### src/rtl/pc_gen_pkg.sv
// Shared types and helpers for the fetch-stage program-counter generator.
// Redirect classes are encoded in priority order so they compare as unsigned values.
package pc_gen_pkg;

    typedef enum logic [1:0] {
        BOOT   = 2'd0,
        RUN    = 2'd1,
        HALTED = 2'd2
    } state_e;

    typedef enum logic [1:0] {
        NONE = 2'd0,
        BR   = 2'd1,
        ERET = 2'd2,
        EXC  = 2'd3
    } rclass_e;

    // Widest address the alignment helper handles; callers zero-extend and truncate.
    localparam int unsigned ADDR_MAX = 64;

    function automatic logic [ADDR_MAX-1:0] align_target(
        input logic [ADDR_MAX-1:0] addr,
        input int unsigned         inst_bytes
    );
        logic [ADDR_MAX-1:0] mask;
        mask = ADDR_MAX'(inst_bytes) - ADDR_MAX'(1);
        return addr & ~mask;
    endfunction

endpackage

### src/rtl/pc_redirect_buf.sv
// Pending-redirect register: holds one target and its class while fetch is stalled.
// A new redirect overwrites only when its class is at least as urgent as the stored one.
module pc_redirect_buf
    import pc_gen_pkg::*;
#(
    parameter int unsigned XLEN = 32
) (
    input  logic            clk,
    input  logic            rst_n,
    input  logic            i_load,
    input  rclass_e         i_class,
    input  logic [XLEN-1:0] i_target,
    input  logic            i_clear,
    output logic            o_written,
    output logic            o_valid,
    output rclass_e         o_class,
    output logic [XLEN-1:0] o_target
);

    rclass_e         r_class;
    logic [XLEN-1:0] r_target;
    logic            w_write;

    // An empty buffer holds NONE, so any real redirect satisfies the compare.
    assign w_write = i_load && (i_class != NONE) && (i_class >= r_class);

    // NOTE: state registers use non-blocking assignments so every flop samples
    // pre-edge values regardless of process ordering.
    always_ff @(posedge clk or negedge rst_n) begin
        if (!rst_n) begin
            r_class  <= NONE;
            r_target <= '0;
        end else if (i_clear) begin
            r_class  <= NONE;
        end else if (w_write) begin
            r_class  <= i_class;
            r_target <= i_target;
        end
    end

    assign o_written = w_write;
    assign o_valid   = (r_class != NONE);
    assign o_class   = r_class;
    assign o_target  = r_target;

endmodule

### src/rtl/pc_gen.sv
// Fetch-stage PC generator: boot, sequential increment, stall hold, prioritised
// redirects (buffered under stall), halt/wake, and a valid/ready fetch handshake.
module pc_gen
    import pc_gen_pkg::*;
#(
    parameter int unsigned     XLEN         = 32,
    parameter int unsigned     INST_BYTES   = 4,
    parameter logic [XLEN-1:0] RESET_VECTOR = XLEN'(32'h0000_0000),
    parameter logic [XLEN-1:0] EXC_VECTOR   = XLEN'(32'h0000_0080)
) (
    input  logic            clk,
    input  logic            rst_n,
    input  logic            stall,
    input  logic            if_ready,
    input  logic            br_taken,
    input  logic [XLEN-1:0] br_target,
    input  logic            exc_req,
    input  logic            eret_req,
    input  logic [XLEN-1:0] epc_in,
    input  logic            halt,
    output logic [XLEN-1:0] pc,
    output logic [XLEN-1:0] pc_plus,
    output logic            pc_valid,
    output logic            redirect_pending,
    output logic            align_err
);

    state_e          r_state;
    state_e          w_state_next;
    logic [XLEN-1:0] r_pc;
    logic [XLEN-1:0] w_pc_next;
    logic            r_align_err;
    logic            w_align_next;

    rclass_e         w_live_class;
    logic [XLEN-1:0] w_live_raw;
    logic [XLEN-1:0] w_live_target;
    logic            w_live_mis;

    logic            w_in_run;
    logic            w_hold;
    logic            w_buf_load;
    logic            w_buf_clear;
    logic            w_buf_written;
    logic            w_pend_valid;
    rclass_e         w_pend_class;
    logic [XLEN-1:0] w_pend_target;

    assign pc_plus = r_pc + XLEN'(INST_BYTES);

    // Fixed priority: exception over eret over branch.
    always_comb begin
        // NOTE: every combinational output gets a default first so no path
        // through the block leaves it unassigned and infers a latch.
        w_live_class = NONE;
        w_live_raw   = r_pc;
        if (exc_req) begin
            w_live_class = EXC;
            w_live_raw   = EXC_VECTOR;
        end else if (eret_req) begin
            w_live_class = ERET;
            w_live_raw   = epc_in;
        end else if (br_taken) begin
            w_live_class = BR;
            w_live_raw   = br_target;
        end
    end

    assign w_live_target = XLEN'(align_target(ADDR_MAX'(w_live_raw), INST_BYTES));
    assign w_live_mis    = (w_live_target != w_live_raw);

    assign w_in_run    = (r_state == RUN);
    assign w_hold      = stall || halt;
    assign w_buf_load  = w_in_run && w_hold;
    assign w_buf_clear = (w_in_run && !w_hold && (w_live_class == NONE) && w_pend_valid)
                      || ((r_state == HALTED) && exc_req);

    pc_redirect_buf #(
        .XLEN (XLEN)
    ) u_buf (
        .clk       (clk),
        .rst_n     (rst_n),
        .i_load    (w_buf_load),
        .i_class   (w_live_class),
        .i_target  (w_live_target),
        .i_clear   (w_buf_clear),
        .o_written (w_buf_written),
        .o_valid   (w_pend_valid),
        .o_class   (w_pend_class),
        .o_target  (w_pend_target)
    );

    // FSM state register
    always_ff @(posedge clk or negedge rst_n) begin
        if (!rst_n) r_state <= BOOT;
        else        r_state <= w_state_next;
    end

    // FSM next state
    always_comb begin
        w_state_next = r_state;
        unique case (r_state)
            BOOT:    w_state_next = RUN;
            RUN:     if (halt && !stall) w_state_next = HALTED;
            HALTED:  if (exc_req) w_state_next = RUN;
            default: w_state_next = BOOT;
        endcase
    end

    // FSM outputs
    always_comb begin
        pc_valid         = (r_state == RUN);
        pc               = r_pc;
        redirect_pending = w_pend_valid;
        align_err        = r_align_err;
    end

    // Next-PC mux; a redirect while halting is only buffered, never loaded.
    always_comb begin
        w_pc_next    = r_pc;
        w_align_next = 1'b0;
        unique case (r_state)
            RUN: begin
                if (w_hold) begin
                    w_align_next = w_buf_written && w_live_mis;
                end else if (w_live_class != NONE) begin
                    w_pc_next    = w_live_target;
                    w_align_next = w_live_mis;
                end else if (w_pend_valid) begin
                    w_pc_next    = w_pend_target;
                end else if (if_ready) begin
                    w_pc_next    = pc_plus;
                end
            end
            HALTED: begin
                if (exc_req) begin
                    w_pc_next    = w_live_target;
                    w_align_next = w_live_mis;
                end
            end
            default: ;
        endcase
    end

    always_ff @(posedge clk or negedge rst_n) begin
        if (!rst_n) begin
            r_pc        <= RESET_VECTOR;
            r_align_err <= 1'b0;
        end else begin
            r_pc        <= w_pc_next;
            r_align_err <= w_align_next;
        end
    end

    // Class is carried through the buffer for the overwrite compare only.
    logic w_unused;
    assign w_unused = ^w_pend_class;

endmodule

### config.mk
export PLATFORM = sky130hd
export DESIGN_NAME = pc_gen
export DESIGN_NICKNAME = d
export VERILOG_FILES = /design/src/rtl/pc_gen_pkg.sv /design/src/rtl/pc_redirect_buf.sv /design/src/rtl/pc_gen.sv
export SDC_FILE = /design/constraint.sdc
export NUM_CORES = 1
export LEC_CHECK = 0
export ABC_AREA = 1
export CAP_MARGIN = 0
export CELL_PAD_IN_SITES_DETAIL_PLACEMENT = 0
export CELL_PAD_IN_SITES_GLOBAL_PLACEMENT = 1
export CORE_MARGIN = 5
export CORE_UTILIZATION = 37
export DETAILED_ROUTE_END_ITERATION = 12
export MAX_ROUTING_LAYER = met4
export PLACE_DENSITY_LB_ADDON = 0.1
export SETUP_SLACK_MARGIN = 0.4
export SYNTH_ARGS = -nofsm -noshare
export SYNTH_HDL_FRONTEND = slang
export SYNTH_SLANG_ARGS = --single-unit
### constraint.sdc
create_clock -name clk -period 2.76 [get_ports clk]
set_input_delay 0.414 -clock clk [delete_from_list [all_inputs] [get_ports clk]]
set_output_delay 0.414 -clock clk [all_outputs]
set_load 0.005 [all_outputs]
* Word-level counts from Yosys, hierarchy flattened
Index checks and enable logic that the tools add are counted.
** Storage, ports and cells
- Bits of input ports :: 72
- Flip-flop bits (word level) :: 67
- Output and inout port bits :: 67
** Cells by class
- Add/sub/neg operators :: 1
- Muxes and demuxes :: 21
- Magnitude comparators :: 1
- Reduce and logical (&&, ||, !) cells :: 23
- Equality and inequality tests :: 6
- Bitwise logic cells :: 1
** Operators with widths (number)
- 2-to-1 mux 32 bit :: 8
- one-hot mux 32 bit (2 select lines) :: 1
- adder 32 x 3 -> 32 bit, second input constant :: 1
- 2-to-1 mux 2 bit :: 6
- nonzero test 2 bit :: 5
- logical AND 1 bit :: 9
- one-hot mux 2 bit (3 select lines) :: 1
- zero test 2 bit :: 2
- 2-to-1 mux 1 bit :: 4
- inequality test 2 bit, second input constant :: 2
- inequality test 4 x 2 -> 1 bit, second input constant :: 1
- AND reduction 2 bit :: 2
- AND reduction 4 bit :: 1
- == test 2 x 1 -> 1 bit, second input constant :: 1
- == test 2 bit, second input constant :: 1
- >= comparator 2 bit :: 1
- zero test 1 bit :: 2
- logical OR 1 bit :: 2
- inequality test 2 x 1 -> 1 bit, second input constant :: 1
- one-hot mux 1 bit (2 select lines) :: 1
- inverter 1 bit :: 1

* Logic depth before layout (Yosys ltp)
- Depth after elaboration :: 9
- Gate-level depth with buffers :: 11
- Depth with buffers taken out :: 10

* Hierarchy
Synthesis repeated with hierarchy kept, for this count alone.
** Second synthesis, totals
- Cells, all modules :: 871
- Area, all modules :: 5390.2 µm²
** Modules (own cells, without submodules)
- pc_gen :: area each 3866.2 µm², seq. area each 875.8 µm², times used 1, cells each 706
- pc_redirect_buf :: area each 1524.0 µm², seq. area each 850.8 µm², times used 1, cells each 165

* Least setup slack after synthesis
Ideal clock, no wire load.
- Path type :: input to register
- Start point :: input port exc_req
- End point :: register u_buf.r_target[10], in the netlist u_buf.o_target[10]
- Data required time :: 2.632 ns
- Data arrival time :: 1.710 ns
- Setup slack :: 0.922 ns
- Stages :: 10
- Cells stage by stage :: buf_2 nor2_4 inv_1 ha_1 o21ai_1 nand2_1 nand3_2 buf_2 o21ai_0 o31ai_1
** On the way
- Cells in the longest elaborated chain, start to end :: 7
** Ends and longest elaborated chain
- from (decl) :: line pc_gen.sv:17 : input logic exc_req,
- 2-to-1 mux 2 bit :: line pc_gen.sv:57 : if (exc_req) begin
- zero test 2 bit :: line pc_gen.sv:75 : assign w_buf_clear = (w_in_run && !w_hold && (w_live_class == NONE) && w_pend_valid)
- logical AND 1 bit (2 in series) :: line pc_gen.sv:75
- logical OR 1 bit :: line pc_gen.sv:76 : || ((r_state == HALTED) && exc_req);
- inverter 1 bit (no line)
- AND reduction 2 bit (no line)
- to (signal assigned) :: line pc_redirect_buf.sv:37 : r_target <= i_target;
- to (decl) :: line pc_redirect_buf.sv:21 : logic [XLEN-1:0] r_target;
Several ways; a longest one is shown, not always the timed one.
A chain may end at the register's enable or synchronous reset.

* Final worst setup path
- Start point :: register r_pc[2], in the netlist pc[2]
- End point :: output port pc_plus[20]
** On the way
- Cells in the longest elaborated chain, start to end :: 1
** Ends and longest elaborated chain
- from (decl) :: line pc_gen.sv:30 : logic [XLEN-1:0] r_pc;
- from (signal assigned) :: line pc_gen.sv:150 : r_pc <= w_pc_next;
- adder 32 x 3 -> 32 bit :: line pc_gen.sv:49 : assign pc_plus = r_pc + XLEN'(INST_BYTES);
- to (decl) :: line pc_gen.sv:22 : output logic [XLEN-1:0] pc_plus,
No other way between the ends.

==> impl_metrics.ini <==
[clock_tree]
cts_root_buf = clkbuf_16
cts_made_buffers = 9
clk_pin_slew_ns = 0.05
clockBufferDepth = 2
cts_tree = built
cts.sinks = 65
clock_latency_ns = 0.33
hold_buffers = 0
htreeDepth = 3

[global_route]
grt_pass1_vias = 5590
grt_pass1_wl_um = 29430
overflow = 0
grt_max_degree = 59
antenna_found_initial = 0
grt_usage_pct = 23.59

[finish]
area_delta_synth_final_pct = 47.02
fin_area_mm2 = 0.007441
nets = 1000
seq_area_mm2 = 0.001645
antenna_cells = 0
multi_input_area_mm2 = 0.003098
fillers = 1312
drive_above_1_share_pct = 21.36

[floorplan]
dieArea_mm2 = 0.01612
rows = 42
start_util_pct = 37.92
core_area_mm2 = 0.01335
die_w_um = 127.0
ios = 139
die_height_um = 127.0

[drt]
wirelength_um = 18870
wl_per_cell_um = 17.11
routed_via_density = 5.070
firstDrtPassIters = 5
post-route-drc-count = 0
vias = 5592
ant_nets = 0
drt_iter0_markers = 456

[logic_synthesis]
synth_area_leaders = dfrtp_1 (32%), nand2_1 (15%), nor2_1 (6.1%), inv_1 (5.7%), a21oi_1 (5.5%)
yosysMostFrequentCell = nand2_1
yosysWarnings = 0
netlist_area_mm2 = 0.005061
synth_edf_count = 0
synth_top_area_share_pct = 32.14
ys_seq_area_share_pct = 32.14
syn_inst = 744
synthFlopType = dfrtp_1
ys_top_cells_by_count = nand2_1 (201), nor2_1 (82), inv_1 (77), dfrtp_1 (65), a21oi_1 (56)
avgSynthCellArea_um2 = 6.803
synth_largest_area_cell = dfrtp_1
ys_types = 41
synthArstFlopShare_pct = 100.0
synth-seq-cells = 65

[setup_path]
crit_chain = ha_4 > nand2_2 > nor2_4 > nand2_4 > nor2_8 > nand3_1 > nand2_1 > clkdlybuf4s50_1
rr_endpoint = pc[2]
required_ns = 2.35
cp_top_family = simple AND/OR/NAND/NOR gates
rr_worst_depth = 9
arrival_ns = 2.00
worstSetupPathType = flop to primary output
cp_num_buf_inv = 1
rrSetupSlack_ns = 0.63
crit_fanout = 4
regToRegStartpoint = r_state[0]
end_kind = primary output
critPathSlowestCell = clkdlybuf4s50_1
slowest_delay_ns = 0.50
start_kind = flop

[power_and_ir_drop]
peakVddDrop_uv = 493.3
power.leakage_nw = 3.460
power_density_mw_per_mm2 = 933.5

[placement]
pre_cts_ws_ns = -0.02360
dpl.hpwl_um = 12690
gp_congestion = 0.8565
post_dp_cell_area_mm2 = 0.006511
numPortBuffers = 134

[sta]
period_minus_slack_ns = 2.418
rsz0062_at_grt = yes
max_freq_mhz = 413.6
hold_viol = 0
skew_ns = 0.006875
tightest_slew_ns = 0.6121
fin_ws_ns = 0.3423
post-route-period-util_pct = 87.60
finalSetupViolCount = 0
slew_headroom_pct = 59.19
slew_violations = 0

[hold_path]
hold_path_class = input port to async pin

[flow_run]
max-cap-violations = 0

[status]
status = complete, no violations
[area by class of cell]
class,instances,share of cell area (%)
well taps,176,2.959
inverters,85,4.389
clock buffers,13,3.363
flip-flops and latches,65,22.11
multi-input cells,560,41.63
clock inverters,3,0.5381
repair buffers,201,25.00
[worst register-to-register path, stage by stage, from the launching register on]
cell and delay (ns):
dfrtp_1 0.37, inv_1 0.09, ha_1 0.26, inv_2 0.12
nor2_1 0.07, a211oi_2 0.28, nand2_4 0.22, inv_4 0.34
o21ai_0 0.16, o21ai_1 0.15
[worst max path at each step]
stage | start | to | depth (start not counted)
6_report | pc[2] | pc_plus[20] | 8
5_1_grt | pc[3] | pc_plus[20] | 8
4_1_cts | pc[2] | pc_plus[22] | 8
3_5_place_dp | eret_req | u_buf.o_target[25] | 10
3_3_place_gp | eret_req | u_buf.o_target[22] | 10
2_1_floorplan | exc_req | u_buf.o_target[10] | 10
[flip-flops by register name (all words and copies together) (netlist names)]
register and cells:
u_buf.o_target 30, r_state 2, align_err 1, pc 30
u_buf.o_class 2
[power breakdown]
group,switching [mW],total (mW),internal (mW)
Sequential,0.419,1.81,1.39
Combinational,2.28,4.01,1.72
Clock,0.409,1.13,0.721
Total,3.11,6.95,3.83
[cell usage in the layout, fill, tap and decap left out, types with 7 or more instances in the layout]
| cell type | netlist | routed |
|---|---|---|
| nand2_2 | 7 | 16 |
| clkbuf_16 | 0 | 9 |
| nor2_2 | 5 | 11 |
| a22oi_1 | 23 | 23 |
| dfrtp_1 | 65 | 50 |
| nor2_1 | 82 | 69 |
| buf_4 | 13 | 58 |
| o21ai_0 | 53 | 52 |
| dlygate4sd2_1 | 0 | 8 |
| buf_6 | 5 | 7 |
| nand3_2 | 2 | 9 |
| dlymetal6s2s_1 | 0 | 8 |
| nor2_4 | 9 | 19 |
| a21oi_1 | 56 | 56 |
| nand3_1 | 33 | 26 |
| dfrtp_2 | 0 | 15 |
| o31ai_1 | 10 | 10 |
| xor2_2 | 6 | 10 |
| clkdlybuf4s50_1 | 0 | 107 |
| o21ai_2 | 10 | 10 |
| nand2_1 | 201 | 192 |
| inv_1 | 77 | 77 |
| o21ai_1 | 25 | 26 |
[per-layer routing]
metal / wire [µm] / GRT usage [%]
met1: 8564 / 30.87
met2: 9172 / 38.04
met3: 824 / 3.489
met4: 310 / 6.940
met5: 0 / -
[cell families (layout without fill, tap and decap cells)]
logic type	Yosys count	after routing	share of synthesized area [%]
AOI/OAI and AO/OA	180	180	20.44
xor gates and xnor gates	14	14	3.313
adders and majority gates	6	6	1.483
buffers and inverters	125	302	11.74
DFF	65	65	32.14
muxes	2	2	0.3956
other	1	4	0.07409
and+or+nand+nor	351	354	30.41
[through the flow]
stage | power (mW) | cells | setup TNS, ns | util (%) | hold slack (ns)
5_1_grt | 7.477 | 1103 | 0 | 55.75 | 0.09944
6_report | 6.946 | 1103 | 0 | 55.75 | 0.06094
2_1_floorplan | 3.836 | 747 | 0 | - | 0.1184
3_3_place_gp | 5.454 | 1034 | 0 | 48.78 | 0.4255
4_1_cts | 6.783 | 1076 | 0 | 53.25 | 0.06763
3_5_place_dp | 5.518 | 1034 | -0.08333 | 48.78 | 0.4195
[repair_timing]
action / in CTS / in global routing
endpoints found under the hold margin: 0 / 0
endpoints found under the setup margin: 47 / 43
resized for setup: 63 / 52
gates cloned: 1 / 2
pin swaps: 21 / 20
setup buffers: 25 / 25
Note: power is estimated with default switching activity, not from simulation.
